==> src/rtl/pipeline_ctrl_pkg.sv <==
`default_nettype none
// ============================================================================
// Module      : pipeline_ctrl_pkg
// Description : Shared types and constants for the pipeline hazard sequencer.
//               - state_e     : sequencer states (RUN, MD_BUSY)
//               - c_MAX_LAT   : largest supported MUL/DIV occupancy of EX
//               - c_CNT_W     : width of the MUL/DIV countdown counter
// Revision    : 1.0 - initial release
// ============================================================================
package pipeline_ctrl_pkg;

  localparam int c_MAX_LAT = 16;
  localparam int c_CNT_W   = $clog2(c_MAX_LAT);

  typedef enum logic [0:0] {
    RUN     = 1'b0,
    MD_BUSY = 1'b1
  } state_e;

endpackage : pipeline_ctrl_pkg
`default_nettype wire

==> src/rtl/pipeline_hazard_ctrl_load_use_detect.sv <==
`default_nettype none
// ============================================================================
// Module      : load_use_detect
// Description : Combinational load-use hazard detector. Flags when the
//               instruction in ID reads the destination of a load in EX.
//               A load targeting x0 never creates a hazard.
// Ports       : id_rs1, id_rs2         - ID source register indices
//               id_use_rs1, id_use_rs2 - ID instruction really reads source
//               ex_mem_read            - EX instruction is a load
//               ex_rd                  - EX destination register
//               hazard                 - 1 when a bubble is required
// Revision    : 1.0 - initial release
// ============================================================================
module load_use_detect (
  input  logic [4:0] id_rs1,
  input  logic [4:0] id_rs2,
  input  logic       id_use_rs1,
  input  logic       id_use_rs2,
  input  logic       ex_mem_read,
  input  logic [4:0] ex_rd,
  output logic       hazard
);

  logic w_rs1_hit;
  logic w_rs2_hit;

  assign w_rs1_hit = id_use_rs1 && (id_rs1 == ex_rd);
  assign w_rs2_hit = id_use_rs2 && (id_rs2 == ex_rd);
  assign hazard    = ex_mem_read && (ex_rd != 5'd0) && (w_rs1_hit || w_rs2_hit);

endmodule : load_use_detect
`default_nettype wire

==> src/rtl/pipeline_hazard_ctrl.sv <==
`default_nettype none
// ============================================================================
// Module      : pipeline_hazard_ctrl
// Description : Central stall/flush sequencer for the 5-stage pipeline.
//               Resolves redirects, MUL/DIV occupancy of EX and load-use
//               hazards, and counts cycles in which the PC is held.
// Ports       : clk, rst (async, active-low)
//               id_rs1/id_rs2/id_use_rs1/id_use_rs2 - ID source info
//               ex_mem_read/ex_rd                   - EX load info
//               ex_redirect                         - taken branch/jump in EX
//               ex_md_start/ex_md_is_div            - MUL/DIV op held in EX
//               pc_en, *_en                         - pipeline register enables
//               if_id_flush/id_ex_flush/ex_mem_flush - bubble inserts
//               md_done                             - MUL/DIV result valid pulse
//               stall_count                         - cycles with pc_en low
// Revision    : 1.0 - initial release
// ============================================================================
module pipeline_hazard_ctrl
  import pipeline_ctrl_pkg::*;
#(
  parameter int unsigned MUL_LAT = 3,
  parameter int unsigned DIV_LAT = 16
) (
  input  logic        clk,
  input  logic        rst,
  input  logic [4:0]  id_rs1,
  input  logic [4:0]  id_rs2,
  input  logic        id_use_rs1,
  input  logic        id_use_rs2,
  input  logic        ex_mem_read,
  input  logic [4:0]  ex_rd,
  input  logic        ex_redirect,
  input  logic        ex_md_start,
  input  logic        ex_md_is_div,
  output logic        pc_en,
  output logic        if_id_en,
  output logic        id_ex_en,
  output logic        ex_mem_en,
  output logic        mem_wb_en,
  output logic        if_id_flush,
  output logic        id_ex_flush,
  output logic        ex_mem_flush,
  output logic        md_done,
  output logic [31:0] stall_count
);

  // The counter holds the number of stall cycles still to come after the
  // current one, so a start cycle loads LAT-2.
  localparam logic [c_CNT_W-1:0] c_MUL_LOAD = c_CNT_W'(MUL_LAT - 2);
  localparam logic [c_CNT_W-1:0] c_DIV_LOAD = c_CNT_W'(DIV_LAT - 2);

  state_e             state_q, state_d;
  logic [c_CNT_W-1:0] cnt_q, cnt_d;
  logic [31:0]        stall_count_q;
  logic               w_lu_hazard;

  load_use_detect u_load_use_detect (
    .id_rs1      (id_rs1),
    .id_rs2      (id_rs2),
    .id_use_rs1  (id_use_rs1),
    .id_use_rs2  (id_use_rs2),
    .ex_mem_read (ex_mem_read),
    .ex_rd       (ex_rd),
    .hazard      (w_lu_hazard)
  );

  always_comb begin
    state_d      = state_q;
    cnt_d        = cnt_q;
    pc_en        = 1'b1;
    if_id_en     = 1'b1;
    id_ex_en     = 1'b1;
    ex_mem_en    = 1'b1;
    mem_wb_en    = 1'b1;
    if_id_flush  = 1'b0;
    id_ex_flush  = 1'b0;
    ex_mem_flush = 1'b0;
    md_done      = 1'b0;

    case (state_q)
      RUN: begin
        if (ex_redirect) begin
          if_id_flush = 1'b1;
          id_ex_flush = 1'b1;
        end else if (ex_md_start) begin
          // Freeze the front of the pipe; the op ahead drains to WB while
          // EX/MEM receives bubbles.
          pc_en        = 1'b0;
          if_id_en     = 1'b0;
          id_ex_en     = 1'b0;
          ex_mem_flush = 1'b1;
          cnt_d        = ex_md_is_div ? c_DIV_LOAD : c_MUL_LOAD;
          state_d      = MD_BUSY;
        end else if (w_lu_hazard) begin
          // The load itself moves on; ID holds and EX gets a bubble.
          pc_en       = 1'b0;
          if_id_en    = 1'b0;
          id_ex_flush = 1'b1;
        end
      end
      MD_BUSY: begin
        if (cnt_q != '0) begin
          pc_en        = 1'b0;
          if_id_en     = 1'b0;
          id_ex_en     = 1'b0;
          ex_mem_flush = 1'b1;
          cnt_d        = cnt_q - 1'b1;
        end else begin
          md_done = 1'b1;
          state_d = RUN;
        end
      end
      default: state_d = RUN;
    endcase

    // Reset forces every control low immediately, independent of the clock.
    if (!rst) begin
      pc_en        = 1'b0;
      if_id_en     = 1'b0;
      id_ex_en     = 1'b0;
      ex_mem_en    = 1'b0;
      mem_wb_en    = 1'b0;
      if_id_flush  = 1'b0;
      id_ex_flush  = 1'b0;
      ex_mem_flush = 1'b0;
      md_done      = 1'b0;
    end
  end

  always_ff @(posedge clk or negedge rst) begin
    if (!rst) begin
      state_q       <= RUN;
      cnt_q         <= '0;
      stall_count_q <= '0;
    end else begin
      state_q <= state_d;
      cnt_q   <= cnt_d;
      if (!pc_en) begin
        stall_count_q <= stall_count_q + 32'd1;
      end
    end
  end

  assign stall_count = stall_count_q;

endmodule : pipeline_hazard_ctrl
`default_nettype wire

==> config.mk <==
export PLATFORM = sky130hd
export DESIGN_NAME = pipeline_hazard_ctrl
export DESIGN_NICKNAME = d
export VERILOG_FILES = /design/src/rtl/pipeline_ctrl_pkg.sv /design/src/rtl/pipeline_hazard_ctrl_load_use_detect.sv /design/src/rtl/pipeline_hazard_ctrl.sv
export SDC_FILE = /design/constraint.sdc
export NUM_CORES = 1
export LEC_CHECK = 0
export ABC_AREA = 1
export BUFFER_PORTS_ARGS = -buffer_cell sky130_fd_sc_hd__buf_4
export CAP_MARGIN = 20
export CORE_MARGIN = 8
export CORE_UTILIZATION = 35
export CTS_CLUSTER_DIAMETER = 30
export DETAILED_ROUTE_END_ITERATION = 16
export GPL_ROUTABILITY_DRIVEN = 1
export PLACE_DENSITY_LB_ADDON = 0.08
export SYNTH_ARGS = -nofsm -noshare
export SYNTH_HDL_FRONTEND = slang
export SYNTH_SLANG_ARGS = --single-unit
==> constraint.sdc <==
create_clock -name clk -period 1.95 [get_ports clk]
set_clock_uncertainty 0.2 [all_clocks]
set_input_delay 0.4875 -clock clk [delete_from_list [all_inputs] [get_ports clk]]
set_output_delay 0.4875 -clock clk [all_outputs]
set_load 0.01 [all_outputs]
## Word-level counts from Yosys, hierarchy flattened

Cells that the tools add are included.
Widths: inputs -> output; s select.

| operators by class | value |
|---|---|
| eq/ne operators | 5 |
| $add $sub $neg | 2 |
| reductions and logical operators | 8 |
| mux-type cells | 31 |
| bitwise gates (word level) | 1 |

Operators with widths:

| operator | number |
|---|---|
| $add 32x1->32 const B | 1 |
| $mux 1 | 23 |
| $mux 4 | 4 |
| $eq 5x5->1 | 2 |
| $pmux 4 s2 | 1 |
| $pmux 1 s2 | 3 |
| $reduce_bool 5->1 | 1 |
| $logic_and 1x1->1 | 4 |
| $ne 2x2->1 const B | 2 |
| $reduce_bool 4->1 | 1 |
| $sub 4x1->4 const B | 1 |
| $reduce_and 3->1 | 1 |
| $ne 2x1->1 const B | 1 |
| $logic_or 1x1->1 | 1 |
| $not 1->1 | 1 |

| storage, ports and cells | value |
|---|---|
| input bits | 23 |
| output and inout bits | 41 |
| flip-flop bits (word level) | 37 |
| logic and storage cells | 50 |

## Depth between registers and ports, before layout

Gate-level depths: netlist of the first run.

| depth | value |
|---|---|
| depth after elaboration | 9 |
| mapped depth | 12 |
| mapped depth without buffers | 12 |

## Cells and area by module

A second synthesis of the first run with hierarchy kept.

| unflattened totals | value |
|---|---|
| cells, all modules | 367 |
| area, all modules | 2587.5 µm² |

Modules (own cells, without submodules):

| module | cells each | times used | sequential area each (µm²) | area each (µm²) |
|---|---|---|---|---|
| pipeline_hazard_ctrl | 312 | 1 | 925.9 | 2371.0 |
| load_use_detect | 55 | 1 | 0.0 | 216.5 |

## Worst setup path after synthesis of the first run

No wires, ideal clock.

| timing path | value |
|---|---|
| kind | reg2out |
| start | reg cnt_q[0] |
| end | out pc_en |
| stages on the path, launching flop included | 11 |
| path buffers | 2 |
| arrival | 1.528 ns |
| slack | -0.265 ns |
| required time | 1.262 ns |
| cell sequence | dfrtp_1 > inv_1 > ha_1 > nand4_1 > nand2_2 > inv_1 > nor2_4 > nand2_4 > buf_6 > inv_1 > buf_4 |

| on the way | value |
|---|---|
| word-level cells in the longest chain between the ends | 4 |

RTL lines:

| element | line | source |
|---|---|---|
| start, declared | pipeline_hazard_ctrl.sv:53 | `logic [c_CNT_W-1:0] cnt_q, cnt_d;` |
| start signal, assigned | pipeline_hazard_ctrl.sv:137 | `cnt_q <= cnt_d;` |
| $reduce_bool 4->1 | pipeline_hazard_ctrl.sv:102 | `if (cnt_q != '0) begin` |
| $mux 1 | -- |  |
| $pmux 1 s2 | -- |  |
| $mux 1 | -- |  |
| end, declared | pipeline_hazard_ctrl.sv:35 | `output logic pc_en,` |

No other way between the ends.

## Final worst setup path of the first run

| timing path | value |
|---|---|
| start | reg cnt_q[1] |
| end | out if_id_en |

| on the way | value |
|---|---|
| word-level cells in the longest chain between the ends | 4 |

RTL lines:

| element | line | source |
|---|---|---|
| $reduce_bool 4->1 | pipeline_hazard_ctrl.sv:102 |  |
| $mux 1 | pipeline_hazard_ctrl.sv:102 |  |
| $pmux 1 s2 | pipeline_hazard_ctrl.sv:80 | `case (state_q)` |
| $mux 1 | pipeline_hazard_ctrl.sv:117 | `if (!rst) begin` |
| end, declared | pipeline_hazard_ctrl.sv:36 | `output logic if_id_en,` |

No other way between the ends.

==> impl_metrics.env, run 1 <==
export IMPL_status="complete, but fails checks"
export IMPL_violations="setup timing"
export IMPL_path_cells="inv_2 -> ha_4 -> nand4_1 -> nand2_2 -> inv_2 -> nor2_4 -> nand2_4 -> inv_4 -> buf_6"
export IMPL_synth_top_area_cell="dfrtp_1"
export IMPL_final_common_cell="nand2_1"
export IMPL_fp_dieArea_um2=10900
export IMPL_regArea_um2=928
export IMPL_worstMarginPinSlew_ns=0.334
export IMPL_final_min_clock_period_ns=2.20
export IMPL_hold_viol=0
export IMPL_via_per_inst=4.65
export IMPL_dp_hpwl_um=6380
export IMPL_setup_ws_ns=-0.251
export IMPL_crit_type="flip-flop to output port"
export IMPL_r2r_start="stall_count[1]"
export IMPL_drc_errors=0
export IMPL_yosys_top_cells_area="dfrtp_1, nand2_1, nor2_1, nand3_1, inv_1"
export IMPL_core_region_area_um2=7650
export IMPL_power_density_nw_per_um2=785
export IMPL_post_synth_top_area_fraction_pct=33.8
export IMPL_numCtsBuffers=5
export IMPL_cp_required_ns=1.26
export IMPL_worst_path_largest_cell_delay_ns=0.39
export IMPL_final_cell_mix="nand2_1, buf_4, nor2_1, nand3_1, dfrtp_1"
export IMPL_start_kind="flip-flop"
export IMPL_cts_buffer_depth=2
export IMPL_endpoint_kind="output port"
export IMPL_drive_gt1_share_pct=27.0
export IMPL_maxSlewViolCount=0
export IMPL_hold_ws_ns=0.00461
export IMPL_cts_tree="yes"
export IMPL_antenna_left=0
export IMPL_grt_pass1_wl_um=13900
export IMPL_synth_cells=422
export IMPL_rsz0062_at_grt="yes"
export IMPL_cp_max_fo=3
export IMPL_maxCapViolCount=0
export IMPL_place_congestion=0.859
export IMPL_htree_levels=2
export IMPL_clk_pin_slew_worst_paths_ns=0.08
export IMPL_synth_nets=448
export IMPL_crit_start="cnt_q[1]"
export IMPL_grt_pass1_vias=2829
export IMPL_drt_iter0_drc=141
export IMPL_io_buffers=63
export IMPL_ir_drop_mv=0.543
export IMPL_wl_um=8030
export IMPL_cp_common_cell="inv_2"
export IMPL_setup_viol=6
export IMPL_die_y_um=104
export IMPL_fmax_mhz=454
export IMPL_start_util_pct=35.8
export IMPL_leakage_uw=0.00190
export IMPL_ff2ff_path_depth=9
export IMPL_slowest_stage="dfrtp_1"
export IMPL_ys_types=26
export IMPL_total_power_uw=2900
export IMPL_grt_overflow_total=0
export IMPL_rows=32
export IMPL_syn_area_um2=2740
export IMPL_area_growth_pct=34.9
export IMPL_nets=533
export IMPL_antenna_found_initial=0
export IMPL_dr_total_vias=2834
export IMPL_cts_root_buf="clkbuf_8"
export IMPL_syn_area_per_cell_um2=6.49
export IMPL_wl_per_cell_um=13.2
export IMPL_grt_max_degree=33
export IMPL_multi_input_area_um2=1610
export IMPL_nFillCells=775
export IMPL_hp_class="input port to async pin"
export IMPL_drt_first_pass_iters=5
export IMPL_worst_ep_arrival_time_ns=1.51
export IMPL_synth_warnings=0
export IMPL_period_share_pct=113
export IMPL_ys_ff_latch=37
export IMPL_clock_sinks=37
export IMPL_pin_count=64
export IMPL_diodes=0
export IMPL_ys_seq_area_share_pct=33.8
export IMPL_fp_dieW_um=104
export IMPL_insertion_delay_ns=0.30
export IMPL_slew_headroom_pct=77.7
export IMPL_grt_util_all_layers_pct=15.1
[worst max-delay path, delay by kind of cell, from the launching register on]
family | cells | cell delay, ns
flops | 1 | 0.39
fa+ha+maj | 1 | 0.11
simple gates | 4 | 0.45
buf+inv | 4 | 0.29
[cells by family after synthesis]
family                   synth area share (%)
AND/OR/NAND/NOR                          46.1
buffers and inverters                    9.46
flip-flops                               33.8
XOR/XNOR                                 7.04
AO/OA/AOI/OAI                            2.24
adder cells (fa/ha/maj)                  1.37
[final timing paths]
kind	slack [ns]	to
min reg2reg	0.37	stall_count[31]
min in group clk	0.37	stall_count[31]
min	0.005	stall_count[6]
max in group asynchronous	0.71	stall_count[23]
max	-0.25	if_id_en
max reg2reg	0.15	stall_count[30]
[power by group]
group          total [uW]  leakage (uW)  internal [uW]  switching, uW
Clock                 703     0.0000585            417            286
Combinational        1170       0.00136            550            618
Sequential           1030      0.000490            899            130
[flip-flops by register name, summed over array words and instances, names as in the netlist]
signal	flops
state_q	1
stall_count	32
cnt_q	4
[synth_stat cells (all sizes together)]
cell      n
a21oi     2
a22oi     3
a31o      1
buf      12
dfrtp    37
ha        3
inv      44
nand2   180
nand3    40
nand3b    6
nand4     2
nor2     56
nor3      9
o21ai     4
or2       1
xnor2     6
xor2     16
[routing by layer]
metal  global-route usage (%)  part of all wire [%]  vias up
met2                     23.8                    45       59
met3                     3.53                   5.3       10
li1                         -                     -     1477
met1                     20.1                    48     1288
met5                        0                     0        -
met4                     3.93                   1.1        0
[per-stage QoR]
stage	worst slack, ns	utilization (%)	instance area, um^2	std cells	TNS (ns)
6_report	-0.251	48.3	3690	610	-0.966
5_1_grt	-0.378	48.3	3690	610	-1.60
4_1_cts	-0.279	47.3	3620	608	-1.10
3_5_place_dp	-0.215	44.9	3430	598	-0.746
3_3_place_gp	-0.187	44.9	3430	598	-0.469
2_1_floorplan	-0.152	-	2760	422	-0.211
[repair_timing]
item | 4_1_cts | 5_1_grt
resized for setup | 23 | 18
setup endpoints to repair | 6 | 37
endpoints found under the hold margin | 17 | 0
hold buffers | 1 | 0
cloned | 0 | 0
pin swaps | 20 | 7
setup buffers | 2 | 2
[final cells by class]
class | count | area share, %
timing repair buffer | 90 | 19.9
multi-input combinational | 329 | 43.6
inverter | 44 | 4.68
sequential | 37 | 25.1
clock buffer | 7 | 2.34
tap | 102 | 3.46
clock inverter | 1 | 0.813
Note: power is estimated with default switching activity, not from simulation.
==> run 2, diff against run 1 <==
Clock period 1.95 ns to 2.6 ns, I/O delays scaled along.
==> impl_metrics.env, run 2 (synthesis gave the netlist of run 1 again) <==
export IMPL_wl_um=7780
export IMPL_grt_overflow_total=0
export IMPL_die_y_um=104
export IMPL_leakage_uw=0.00181
export IMPL_area_growth_pct=25.0
export IMPL_regArea_um2=926
export IMPL_grt_max_degree=37
export IMPL_tns_ns=0
export IMPL_cts_tree="yes"
export IMPL_start_kind="flip-flop"
export IMPL_crit_start="cnt_q[0]"
export IMPL_core_region_area_um2=7650
export IMPL_power_density_nw_per_um2=574
export IMPL_drc_errors=0
export IMPL_finalInstanceArea_um2=3420
export IMPL_dp_hpwl_um=5980
export IMPL_place_congestion=0.889
export IMPL_diodes=0
export IMPL_endpoint_kind="output port"
export IMPL_antenna_found_initial=0
export IMPL_fp_dieArea_um2=10900
export IMPL_path_buf_inv=4
export IMPL_numCtsBuffers=5
export IMPL_r2r_start="stall_count[0]"
export IMPL_multi_input_area_um2=1550
export IMPL_worstMarginPinSlew_ns=0.491
export IMPL_grt_pass1_wl_um=13400
export IMPL_ir_drop_mv=0.458
export IMPL_largest_reg_flops=32
export IMPL_dpl_worst_slack_ns=0.151
export IMPL_rows=32
export IMPL_grt_util_all_layers_pct=14.8
export IMPL_hold_viol=0
export IMPL_cp_max_fo=4
export IMPL_path_cells="inv_2 -> ha_1 -> nand4_1 -> nand2_2 -> inv_2 -> nor2_4 -> nand2_4 -> inv_1 -> buf_4"
export IMPL_maxSlewViolCount=0
export IMPL_use_met3_pct=3.72
export IMPL_nFillCells=811
export IMPL_cts_root_buf="clkbuf_8"
export IMPL_worst_ep_arrival_time_ns=1.62
export IMPL_grt_use_met2_pct=23.2
export IMPL_final_common_cell="nand2_1"
export IMPL_cp_common_cell="inv_2"
export IMPL_io_buffers=63
export IMPL_clock_sinks=37
export IMPL_maxCapViolCount=0
export IMPL_setup_viol=0
export IMPL_crit_type="flip-flop to output port"
export IMPL_dr_total_vias=2783
export IMPL_pin_count=64
export IMPL_worstSetupEndpoint="if_id_en"
export IMPL_fmax_mhz=405
export IMPL_nets=516
export IMPL_cp_required_ns=1.75
export IMPL_final_cell_mix="nand2_1, buf_4, nor2_1, inv_1, nand3_1"
export IMPL_rsz0062_at_grt="no"
export IMPL_ff2ff_path_depth=9
export IMPL_slowest_stage="dfrtp_1"
export IMPL_top_usage_layer="met2"
export IMPL_final_min_clock_period_ns=2.47
export IMPL_insertion_delay_ns=0.29
export IMPL_drt_iter0_drc=167
export IMPL_antenna_left=0
export IMPL_start_util_pct=35.8
export IMPL_fp_dieW_um=104
export IMPL_via_per_inst=4.69
export IMPL_r2r_end="stall_count[26]"
export IMPL_path_delay_family="simple AND/OR/NAND/NOR gates"
export IMPL_drive_gt1_share_pct=20.2
export IMPL_setup_ws_ns=0.132
export IMPL_htree_levels=2
export IMPL_use_met1_pct=19.5
export IMPL_slew_headroom_pct=67.3
export IMPL_wl_per_cell_um=13.1
export IMPL_worst_path_largest_cell_delay_ns=0.38
export IMPL_status="finished, final reports clean"
export IMPL_hp_class="input port to async pin"
export IMPL_ff2ff_setup_slack_ns=0.58
export IMPL_worst_path_stages=9
export IMPL_drt_first_pass_iters=4
export IMPL_place_area_um2=3300
export IMPL_cts_buffer_depth=2
export IMPL_hold_ws_ns=0.281
export IMPL_clk_pin_slew_worst_paths_ns=0.08
export IMPL_period_share_pct=94.9
export IMPL_finish_utilization_pct=44.8
export IMPL_grt_pass1_vias=2746
## run 2: cell count changes in the layout (fill, tap and decap cells not counted), sizes merged
cell,previous run,this run
buf,89,72
bufinv,1,0
clkinv,0,1
## run 2: how the worst min path moves through the flow
stage	end	cells after the start	slack, ns	startpoint
after floorplan	cnt_q[0]	0	0.15	rst
after global placement	cnt_q[2]	1	0.26	rst
after detailed placement	cnt_q[2]	1	0.26	rst
after CTS	stall_count[27]	2	0.31	rst
after global routing	stall_count[31]	2	0.33	rst
final	stall_count[18]	2	0.28	rst
## run 2: power by group
| part | leakage [uW] | total [uW] | internal (uW) | switching (uW) |
|---|---|---|---|---|
| logic | 0.00126 | 735 | 319 | 416 |
| clock network | 0.0000542 | 452 | 240 | 212 |
| registers | 0.000492 | 776 | 671 | 106 |
| total | 0.00181 | 1960 | 1230 | 734 |
## run 2: final cells by class
class | instances | share of cell area (%)
clock inverter | 1 | 0.146
tap | 102 | 3.73
inverter | 44 | 4.82
clock buffer | 7 | 2.81
timing repair buffer | 73 | 16.1
sequential | 37 | 27.0
multi-input combinational | 329 | 45.4
## run 2: layer usage
layer | wire length, um | share of wire [%] | vias to the layer above
met5 | 0 | 0 | -
met1 | 3780 | 49 | 1279
met4 | 82 | 1.1 | 0
met2 | 3410 | 44 | 61
met3 | 504 | 6.5 | 6
li1 | - | - | 1437
## run 2: per-stage QoR
step | cells | power, uW
floorplan | 422 | 1250
global placement | 582 | 1500
detailed placement | 582 | 1500
CTS | 591 | 1970
global route | 593 | 2110
finish | 593 | 1960
## run 2: what timing repair did
action / in CTS / in global routing
hold endpoints to repair: 1 / 0
setup buffers: 0 / 2
hold buffers: 1 / 0
endpoints found under the setup margin: 0 / 3
resized for setup: 0 / 3
